### src/rtl/quick_spi_pkg.sv
// Shared definitions for the quick_spi_slave SPI mode-0 slave: word width,
// bit-counter width, FSM state encoding and the default synchronizer depth.
package quick_spi_pkg;

   localparam int WORD_W          = 8;
   localparam int CNT_W           = 3;
   localparam int DEF_SYNC_STAGES = 2;

   localparam int          STATE_W  = 1;
   localparam logic [0:0]  ST_IDLE  = 1'b0;
   localparam logic [0:0]  ST_SHIFT = 1'b1;

   typedef logic [WORD_W-1:0] word_t;

   // Shift a word left by one, inserting the new bit at the LSB.
   function automatic word_t shiftIn(input word_t w, input logic b);
      return {w[WORD_W-2:0], b};
   endfunction

endpackage

### src/rtl/quick_spi_sync.sv
// Multi-flop synchronizer for one asynchronous input, with rise/fall pulses
// derived from the last two synchronized samples.
module quick_spi_sync #(
   parameter int   STAGES    = 2,
   parameter logic RESET_VAL = 1'b0
) (
   input  logic clk,
   input  logic rst,
   input  logic i_async,
   output logic o_sync,
   output logic o_rise,
   output logic o_fall
);

   logic [STAGES-1:0] r_chain;
   logic              r_prev;

   // Reset both the chain and the previous sample to the idle level so that
   // reset release never produces a spurious edge.
   always_ff @(posedge clk) begin
      if (rst) begin
         r_chain <= {STAGES{RESET_VAL}};
         r_prev  <= RESET_VAL;
      end else begin
         r_chain <= {r_chain[STAGES-2:0], i_async};
         r_prev  <= r_chain[STAGES-1];
      end
   end

   assign o_sync = r_chain[STAGES-1];
   assign o_rise =  o_sync & ~r_prev;
   assign o_fall = ~o_sync &  r_prev;

endmodule

### src/rtl/quick_spi_slave.sv
// SPI mode-0 slave (8-bit, MSB first) oversampling sck/cs_n/mosi in clk.
// Define QUICK_SPI_SLAVE_STATUS_EN to add tx_underrun / frame_abort pulses.
module quick_spi_slave
   import quick_spi_pkg::*;
#(
   parameter int SYNC_STAGES = DEF_SYNC_STAGES
) (
   input  logic              clk,
   input  logic              rst,
   input  logic              sck,
   input  logic              cs_n,
   input  logic              mosi,
   output logic              miso,
   output logic              miso_oe,
   input  logic [WORD_W-1:0] tx_data,
   input  logic              tx_valid,
   output logic              tx_ready,
   output logic [WORD_W-1:0] rx_data,
   output logic              rx_valid,
   output logic              busy
`ifdef QUICK_SPI_SLAVE_STATUS_EN
   ,
   output logic              tx_underrun,
   output logic              frame_abort
`endif
);

   logic w_sck_lvl, w_sck_rise, w_sck_fall;
   logic w_cs_lvl, w_cs_rise, w_cs_fall;
   logic w_mosi, w_mosi_rise, w_mosi_fall;

   quick_spi_sync #(.STAGES(SYNC_STAGES), .RESET_VAL(1'b0)) u_sync_sck (
      .clk(clk), .rst(rst), .i_async(sck),
      .o_sync(w_sck_lvl), .o_rise(w_sck_rise), .o_fall(w_sck_fall)
   );

   quick_spi_sync #(.STAGES(SYNC_STAGES), .RESET_VAL(1'b1)) u_sync_cs (
      .clk(clk), .rst(rst), .i_async(cs_n),
      .o_sync(w_cs_lvl), .o_rise(w_cs_rise), .o_fall(w_cs_fall)
   );

   quick_spi_sync #(.STAGES(SYNC_STAGES), .RESET_VAL(1'b0)) u_sync_mosi (
      .clk(clk), .rst(rst), .i_async(mosi),
      .o_sync(w_mosi), .o_rise(w_mosi_rise), .o_fall(w_mosi_fall)
   );

   logic w_unused_sync;
   assign w_unused_sync = &{1'b0, w_sck_lvl, w_cs_lvl, w_mosi_rise, w_mosi_fall};

   logic [STATE_W-1:0] r_state;
   logic [CNT_W-1:0]   r_bit_cnt;
   word_t              r_tx_shift;
   word_t              r_rx_shift;
   word_t              r_hold;
   logic               r_hold_full;
   word_t              r_rx_data;
   logic               r_rx_valid;

   logic  w_in_shift, w_start, w_stop, w_rx_edge, w_tx_edge, w_load, w_write;
   word_t w_rx_next;

   // A cs_n rise wins over a coincident sck edge, so a frame that ends on its
   // final falling edge does not pull another byte out of the holding register.
   assign w_in_shift = (r_state == ST_SHIFT);
   assign w_start    = (r_state == ST_IDLE) & w_cs_fall;
   assign w_stop     = w_in_shift & w_cs_rise;
   assign w_rx_edge  = w_in_shift & ~w_cs_rise & w_sck_rise;
   assign w_tx_edge  = w_in_shift & ~w_cs_rise & w_sck_fall;
   assign w_load     = w_start | (w_tx_edge & (r_bit_cnt == '0));
   assign w_write    = tx_valid & ~r_hold_full;
   assign w_rx_next  = shiftIn(r_rx_shift, w_mosi);

   always_ff @(posedge clk) begin
      if (rst) begin
         r_state    <= ST_IDLE;
         r_bit_cnt  <= '0;
         r_rx_shift <= '0;
         r_rx_data  <= '0;
         r_rx_valid <= 1'b0;
      end else begin
         r_rx_valid <= 1'b0;
         if (w_start) begin
            r_state   <= ST_SHIFT;
            r_bit_cnt <= '0;
         end else if (w_stop) begin
            r_state    <= ST_IDLE;
            r_bit_cnt  <= '0;
            r_rx_shift <= '0;
         end else if (w_rx_edge) begin
            r_rx_shift <= w_rx_next;
            r_bit_cnt  <= r_bit_cnt + 1'b1;
            if (r_bit_cnt == '1) begin
               r_rx_data  <= w_rx_next;
               r_rx_valid <= 1'b1;
            end
         end
      end
   end

   // Load-then-fill: a load consumes the old holding content first, then a
   // same-cycle write refills the holding register with the new byte.
   always_ff @(posedge clk) begin
      if (rst) begin
         r_tx_shift  <= '0;
         r_hold      <= '0;
         r_hold_full <= 1'b0;
      end else begin
         if (w_load) begin
            r_tx_shift  <= r_hold_full ? r_hold : '0;
            r_hold_full <= 1'b0;
         end else if (w_tx_edge) begin
            r_tx_shift <= shiftIn(r_tx_shift, 1'b0);
         end
         if (w_write) begin
            r_hold      <= tx_data;
            r_hold_full <= 1'b1;
         end
      end
   end

`ifdef QUICK_SPI_SLAVE_STATUS_EN
   logic r_tx_underrun, r_frame_abort;

   always_ff @(posedge clk) begin
      if (rst) begin
         r_tx_underrun <= 1'b0;
         r_frame_abort <= 1'b0;
      end else begin
         r_tx_underrun <= w_load & ~r_hold_full;
         r_frame_abort <= w_stop & (r_bit_cnt != '0);
      end
   end

   assign tx_underrun = r_tx_underrun;
   assign frame_abort = r_frame_abort;
`endif

   assign miso     = w_in_shift & r_tx_shift[WORD_W-1];
   assign miso_oe  = w_in_shift;
   assign busy     = w_in_shift;
   assign tx_ready = ~r_hold_full;
   assign rx_data  = r_rx_data;
   assign rx_valid = r_rx_valid;

endmodule

### config.mk
export PLATFORM = sky130hd
export DESIGN_NAME = quick_spi_slave
export DESIGN_NICKNAME = d
export VERILOG_FILES = /design/src/rtl/quick_spi_pkg.sv /design/src/rtl/quick_spi_sync.sv /design/src/rtl/quick_spi_slave.sv
export SDC_FILE = /design/constraint.sdc
export NUM_CORES = 1
export LEC_CHECK = 0
export ABC_AREA = 1
export CAP_MARGIN = 20
export CORE_UTILIZATION = 50
export CTS_CLUSTER_DIAMETER = 60
export CTS_CLUSTER_SIZE = 12
export DETAILED_ROUTE_END_ITERATION = 6
export GPL_TIMING_DRIVEN = 1
export PLACE_DENSITY = 0.77
export SLEW_MARGIN = 10
export SYNTH_ARGS = -nofsm -noshare
export SYNTH_HDL_FRONTEND = slang
export SYNTH_SLANG_ARGS = --single-unit
### constraint.sdc
create_clock -name clk -period 2.7 [get_ports clk]
set_clock_uncertainty 0.2 [all_clocks]
set_input_delay 0.405 -clock clk [delete_from_list [all_inputs] [get_ports clk]]
set_output_delay 0.405 -clock clk [all_outputs]
set_load 0.02 [all_outputs]
==> results of run 1 <==
==> report_power, final <==
group / internal, uW / switching, uW / leakage, uW
clock network: 220 / 219 / 0.0000445
registers: 688 / 15.0 / 0.000367
logic: 47.6 / 55.9 / 0.000501
total: 955 / 290 / 0.000912
==> synthesized netlist by cell type (2+ instances only) <==
library cell	n	area share [%]
sky130_fd_sc_hd__nand2_2	3	1.1
sky130_fd_sc_hd__o21ai_0	20	5.6
sky130_fd_sc_hd__nand3_1	11	3.1
sky130_fd_sc_hd__ha_1	3	2.1
sky130_fd_sc_hd__inv_1	18	3.8
sky130_fd_sc_hd__or2_2	2	0.70
sky130_fd_sc_hd__a21oi_1	24	6.7
sky130_fd_sc_hd__buf_2	2	0.56
sky130_fd_sc_hd__dfxtp_1	45	51
sky130_fd_sc_hd__buf_6	2	1.3
sky130_fd_sc_hd__o21ai_1	2	0.56
sky130_fd_sc_hd__nor2_1	33	6.9
sky130_fd_sc_hd__nand3b_1	7	2.9
sky130_fd_sc_hd__inv_2	2	0.42
sky130_fd_sc_hd__nand2_1	46	9.7
sky130_fd_sc_hd__clkbuf_1	4	0.84
==> area by class of cell <==
type | instances | area [um2] | share of cell area, %
Timing Repair Buffer | 27 | 268 | 12.5
Clock buffer | 6 | 51.3 | 2.39
Multi-Input combinational cell | 154 | 747 | 34.9
Sequential cell | 45 | 901 | 42.1
Inverter | 21 | 80.1 | 3.74
Tap cell | 46 | 57.6 | 2.69
Clock inverter | 2 | 37.5 | 1.75
==> final timing paths <==
check | startpoint | endpoint | slack (ns) | depth (start not counted)
worst max-delay path | r_hold_full | tx_ready | 0.58 | 2
worst min-delay path | u_sync_mosi.r_chain[0] | u_sync_mosi.r_chain[1] | 0.20 | 2
worst max register to register | busy | r_tx_shift[7] | 1.05 | 6
worst min register to register | u_sync_mosi.r_chain[0] | u_sync_mosi.r_chain[1] | 0.20 | 2
==> registers in the layout, summed over array words and instances, names as in the netlist <==
register             cells
rx_valid                 1
u_sync_cs.r_chain        2
rx_data                  8
r_tx_shift               8
u_sync_cs.r_prev         1
u_sync_sck.r_prev        1
r_hold_full              1
r_bit_cnt                3
busy                     1
u_sync_sck.r_chain       2
r_hold                   8
r_rx_shift               7
u_sync_mosi.r_chain      2
==> metal layers <==
metal  global-route usage [%]  vias up
met4                     11.4        0
met3                     4.97        8
met5                        0        -
li1                         -      784
met1                     23.8      669
met2                     29.3       21
==> kinds of logic (layout without fill, tap and decap cells) <==
group,Yosys count,after routing,synth area share [%]
AOI/OAI and AO/OA,47,47,13.8
adders and majority gates,3,3,2.11
buffers and inverters,30,56,7.58
DFF,45,45,50.5
and+or+nand+nor,104,104,26.0
==> worst max-delay path: stages, from the launching register on <==
cell and delay [ns]:
sky130_fd_sc_hd__dfxtp_1 0.52, sky130_fd_sc_hd__inv_1 0.09, sky130_fd_sc_hd__clkdlybuf4s50_1 0.54
==> through the flow <==
| step | util, % | hold WS [ns] |
|---|---|---|
| 4_1_cts | 63.7 | 0.207 |
| 6_report | 63.7 | 0.203 |
| 3_3_place_gp | 61.0 | 0.189 |
| 5_1_grt | 63.7 | 0.231 |
| 2_1_floorplan | - | 0.188 |
| 3_5_place_dp | 61.0 | 0.195 |
==> results.md, run 1 <==
- The flow ran to the end, and the final reports show no timing, DRC or antenna violations.
- Across the run, the number of max-cap violations was 0.
- The library cells used most frequently in the layout, excluding fill and tap cells, are 46 x sky130_fd_sc_hd__nand2_1, 45 x sky130_fd_sc_hd__dfxtp_1, 33 x sky130_fd_sc_hd__nor2_1.
- The worst setup path is of the flop to primary output kind.
- For this run, the number of standard cells in the final layout without fillers is 301.
- The clock tree from TritonCTS is done.
- Synthesis handed over a netlist of 229 instances.
- The endpoint required time on the critical path is 2.10 ns.
- Summed over all nets, wire length on met3 after detailed routing comes to 98 um.
- STA classifies the critical path endpoint as a primary output.
- Counting the fill cells in the layout gives 325.
- The cell count after placement is 293.
- The worst path needs 2.12 ns of the cycle, external delays included.
- After clock tree synthesis, the clock-pin slew on the worst setup and hold paths is 0.13 ns.
- 0 antenna diodes ended up in the layout.
- The DRC marker count from the first detailed-route iteration is 66.
- The initial antenna violation count is 0.
- The layout cell share with drive strength beyond 1 is 7.84%.
- The congestion estimate from routability-driven global placement came to 0.771.
- The routed metal-1 wire length is 1600 um.
- The post-layout instance area is 2140 um2.
- The met2 wire length is 1540 um.
- The tree built by TritonCTS fans out to 45 sinks.
- Hold repair after CTS inserted 0 buffers.
- STA classifies the critical path startpoint as a flop.
- The tightest min-delay check is of the flop to flop type.
- Counting flops with an async set or reset pin after synthesis yields a share of 0%.
- The number of setup violations in the final report is 0.
- The maximum fanout along the worst path is 10.
- The relative max-transition margin is 64.9%.
- The pre-antenna-repair detailed-routing pass consisted of 4 iterations.
- The total global routing overflow is 0.
- The transition at the pin with the smallest max-transition slack is 0.527 ns.
- Setup repair after global routing left no endpoint under its margin.
- The final layout net count is 271.
- The routed wire length per instance is 11.0 um.
- After synthesis the netlist holds a flip-flop and latch count of 45.
- The placed standard-cell area is 2050 um2.
- The total die area is 3810 um2.
- During synthesis, Yosys emitted a total of 0 warnings.
- Measured along the y axis, the die boundary spans 61.7 um.
- The port buffer count is 26.
- Clock latency on the worst-skew pair, taken at its later pin, is 0.36 ns.
- The most used flip-flop cell after synthesis is sky130_fd_sc_hd__dfxtp_1.
- The post-detailed-route via-to-cell ratio is 4.92.
- The worst path meets setup with 0.581 ns of slack.
- The number of enable-type register cells in the synthesized netlist is 0.
- The unique cell type count in the Yosys netlist is 21.
- The final critical path takes up 78.5% of the cycle.
- Summing the sequential cell areas from Yosys gives 50.5% of the chip area.
- The first-pass GRT wire length is 5110 um.
- The area growth from synthesis to layout is 20.1%.
- The total power of the final layout is 1250 uW.
- The floorplan step defined a core boundary enclosing 3360 um2.
- The library cell used most frequently in the layout, excluding fill and tap cells, is sky130_fd_sc_hd__nand2_1.
- The worst ir drop on vdd is 0.352 mV.
- The buffer levels on the longest clock path is 2.
- Clock tree synthesis inserted a total of 5 buffers.
- In the routed design, unresolved DRC markers number 0.
- The average cell area after synthesis is 7.79 um2.
- The final hold violation count is 0.
- The final count of pins violating max slew is 0.
- In the final timing run, aggregate negative setup slack is 0 ns.
- The uppermost layer routed is met4.
- The sum of routed wire length over all layers is 3320 um.
- Static timing analysis puts the maximum clock frequency at 0.472 GHz.
- Once the floorplan was initialized, standard cells occupied 53.0% of the core.
- At the placement stage, the worst setup path has a slack of 0.811 ns.
- The detailed router placed 1482 vias in this run.
- The power per cell area is 581 nW/um2.
- The arrival time at the worst endpoint is 1.51 ns.
- For this run, the total global-route usage over all layers was measured as 19.0%.
- After clock tree synthesis, the setup repair step added 0 buffers.
- The H-tree was split into 2 levels.
- The largest net degree at the start of global routing is 23.
- The number of nets in the synthesized netlist is 246.
- The count of nets left with antenna violations once routing finished came out at 0.
- The tree is rooted in a sky130_fd_sc_hd__clkbuf_4.
- The leakage dissipation is 0.000912 uW.
- The total of cells resized after clock tree synthesis is 0.
- The HPWL reported at the end of detailed placement is 2270 um.
- The via count of the first global-routing pass is 1201.
- The width of the die is 61.7 um.
- 27 I/O pins were placed.
- After synthesis the cells add up to 1780 um2.
- The row count is 21.
(Power assumes the default switching activity.)
==> inputs of run 2 (changes only) <==
Settings changed: CORE_UTILIZATION 50 to 47, PLACE_DENSITY 0.77 to 0.76.
Clock period 2.7 ns to 1.9 ns, I/O delays scaled along.
==> run 2 against run 1 <==
Net effect:
- register-to-register slack got worse by 0.76 ns
- cell count rose by 1.7%
- die area rose by 6.2%
- sequential power rose by 41%
- largest cell class unchanged
- critical path type unchanged
- sequential share of layout area fell by 0.61 points
- critical endpoint is now miso_oe
==> results.md, run 2 (synthesis gave the netlist of run 1 again) <==
- The via count of the first global-routing pass was 1390 (+16%).
- The final layout net count is 274 (+1.1%).
- The category of the worst setup path launch point is a flop.
- The number of iterations in the first detailed-routing pass is 4 (unchanged).
- The initial antenna violation count came to 0 (unchanged).
- The worst setup path is captured at a primary output.
- The slowest stage of the critical path is the sky130_fd_sc_hd__clkdlybuf4s50_1 cell.
- The number of sinks on the clock net is 45 (unchanged).
- The count of buffer and inverter cells on the critical path came to 1 (-1).
- Setup repair after global routing left no endpoint under its margin.
- The clock latency reported for the late side of the worst-skew pair was 0.31 ns (-0.05 ns).
- The routability congestion estimate from global placement is 0.724 (-6.1%).
- The arrival time at the worst endpoint is 1.34 ns (-0.17 ns).
- The library cells used most frequently in the layout, excluding fill and tap cells, are 46 x sky130_fd_sc_hd__nand2_1, 45 x sky130_fd_sc_hd__dfxtp_1, 33 x sky130_fd_sc_hd__nor2_1.
- The number of antenna-violating nets in the routed design is 0 (unchanged).
- The standard cell core area is 3660 um2 (+8.9%).
- TritonCTS built the clock tree.
- The worst ir drop on vdd is 0.467 mV (+33%).
- The port buffer count is 26 (unchanged).
- The HPWL reported at the end of detailed placement is 2350 um (+3.4%).
- The number of setup violations in the final report is 0 (unchanged).
- The routed wire length per instance was 10.9 um (-0.74%).
- The critical path's largest stage delay is 0.64 ns (+0.10 ns).
- The H-tree depth reported by CTS is 2 (unchanged).
- The total die area was 4040 um2 (+6.2%).
- The DRC marker count from the first detailed-route iteration was 75 (+14%).
- The final hold violation count is 0 (unchanged).
- The count of max-cap constraint violations is 0 (unchanged).
- The sum of routed wire length over all layers came to 3350 um (+0.90%).
- The largest net degree at the start of global routing was 22 (-4.3%).
- The growth of design area from synthesis to finish is 21.9%.
- The final count of pins violating max slew is 0 (unchanged).
- The critical path is of the flop to primary output type.
- The total global routing overflow is 0 (unchanged).
- The clock period could shrink to 1.82 ns.
- The clock-pin slew on the worst setup and hold paths was 0.08 ns (-0.05 ns).
- The power per cell area came to 812 nW/um2 (+40%).
- The post-layout instance area is 2170 um2 (+1.5%).
- The run finished with clean final reports.
- The transition at the pin with the smallest max-transition slack was 0.320 ns (-0.207 ns).
- The critical path goes through clkdlybuf4s50_1.
- The vertical die dimension is 63.6 um (+3.0%).
- The clock tree root driver cell is sky130_fd_sc_hd__clkbuf_8.
- The first-pass GRT wire length is 5860 um (+15%).
- The relative max-transition margin is 78.6% (+14 points).
- The width of the die is 63.6 um (+3.0%).
- The placed standard-cell area is 2080 um2 (+1.2%).
- The endpoint required time on the critical path is 1.41 ns (-0.69 ns).
- The leakage dissipation was 0.000938 uW (+2.9%).
- The buffer levels on the longest clock path was 2 (unchanged).
- In this run the worst hold path is classified as flop to flop.
- The initial core utilization is 48.7% (-4.3 points).
- The maximum fanout along the worst path came to 5 (-5).
- The kind of cell adding the most delay to the critical path is buffers and inverters.
- Leaving out fill and tap cells, the most frequent cell in the layout is sky130_fd_sc_hd__nand2_1.
- The DRC violations left is 0 (unchanged).
- The layout cell share with drive strength beyond 1 is 8.91% (+1.1 points).
- The total vias in the final route is 1500 (+1.2%).
- The overall global routing resource usage came to 18.7% (-0.27 points).
- The TritonCTS buffer count is 5 (unchanged).
- The row count was 22 (+4.8%).
- The post-detailed-route via-to-cell ratio is 4.90 (-0.44%).
- The antenna cell count came to 0 (unchanged).
- The total power of the final layout is 1760 uW (+42%).
- The number of ports placed on the die boundary is 27 (unchanged).
- For this run, the top clock speed supported by timing is 0.549 GHz.
- The final worst-path cycle share is 95.8%.
- The post-route setup TNS is 0 ns (unchanged).
- The count of hold buffers inserted by post-cts repair is 0 (unchanged).
[run 2: cell count changes in the layout (fill, tap and decap cells not counted)]
| cell | delta |
|---|---|
| sky130_fd_sc_hd__clkdlybuf4s50_1 | -1 |
| sky130_fd_sc_hd__clkinv_2 | +1 |
| sky130_fd_sc_hd__buf_4 | +3 |
| sky130_fd_sc_hd__bufinv_16 | -1 |
| sky130_fd_sc_hd__clkinv_4 | +1 |
| sky130_fd_sc_hd__dlygate4sd2_1 | +1 |
| sky130_fd_sc_hd__clkbuf_4 | -5 |
| sky130_fd_sc_hd__clkinvlp_4 | -1 |
| sky130_fd_sc_hd__clkbuf_8 | +5 |
[run 2: layout make-up]
cell class / instances / area [um2]
Tap cell: 48 / 60.1
Fill cell: 355 / 1490
Sequential cell: 45 / 901
Inverter: 21 / 80.1
Clock buffer: 6 / 82.6
Timing Repair Buffer: 30 / 289
Clock inverter: 2 / 13.8
Multi-Input combinational cell: 154 / 747
[run 2: metal layers]
metal	up-vias	GRT usage, %	wire length [um]
met2	24	30.1	1580
met5	-	0	0
li1	787	-	-
met4	0	6.82	32
met3	3	7.25	154
met1	686	22.4	1580
[run 2: path summary, 6_finish.rpt]
check / slack, ns / endpoint / start / depth (start not counted)
min reg2reg: 0.21 / u_sync_sck.r_chain[1] / u_sync_sck.r_chain[0] / 2
max: 0.08 / miso_oe / busy / 1
min: 0.21 / u_sync_sck.r_chain[1] / u_sync_sck.r_chain[0] / 2
max reg2reg: 0.29 / r_tx_shift[4] / u_sync_cs.r_chain[1] / 5
[run 2: power breakdown]
group	internal [uW]	switching [uW]	total (uW)	leakage, uW
sequential	976	18.1	994	0.000367
combinational	72.6	84.0	157	0.000520
clock	295	319	614	0.0000512
[run 2: per-stage QoR]
step / utilization [%] / setup WS, ns / instances / hold slack [ns]
after floorplan: - / 0.384 / 229 / 0.188
after global placement: 56.8 / 0.322 / 298 / 0.195
after detailed placement: 56.8 / 0.300 / 298 / 0.200
after CTS: 59.4 / 0.0558 / 306 / 0.211
after global routing: 59.4 / 0.00923 / 306 / 0.237
final: 59.4 / 0.0794 / 306 / 0.206
[run 2: repair_timing]
action / in CTS / in global routing
buffers inserted: 0 / 0
endpoints found under the setup margin: 1 / 0
resized for setup: 1 / 0
==> inputs of run 3 (changes only) <==
Settings changed: GPL_ROUTABILITY_DRIVEN set to 0.
==> results of run 3 <==
Same layout as run 2: the final DEF is identical, and so are final timing and power.
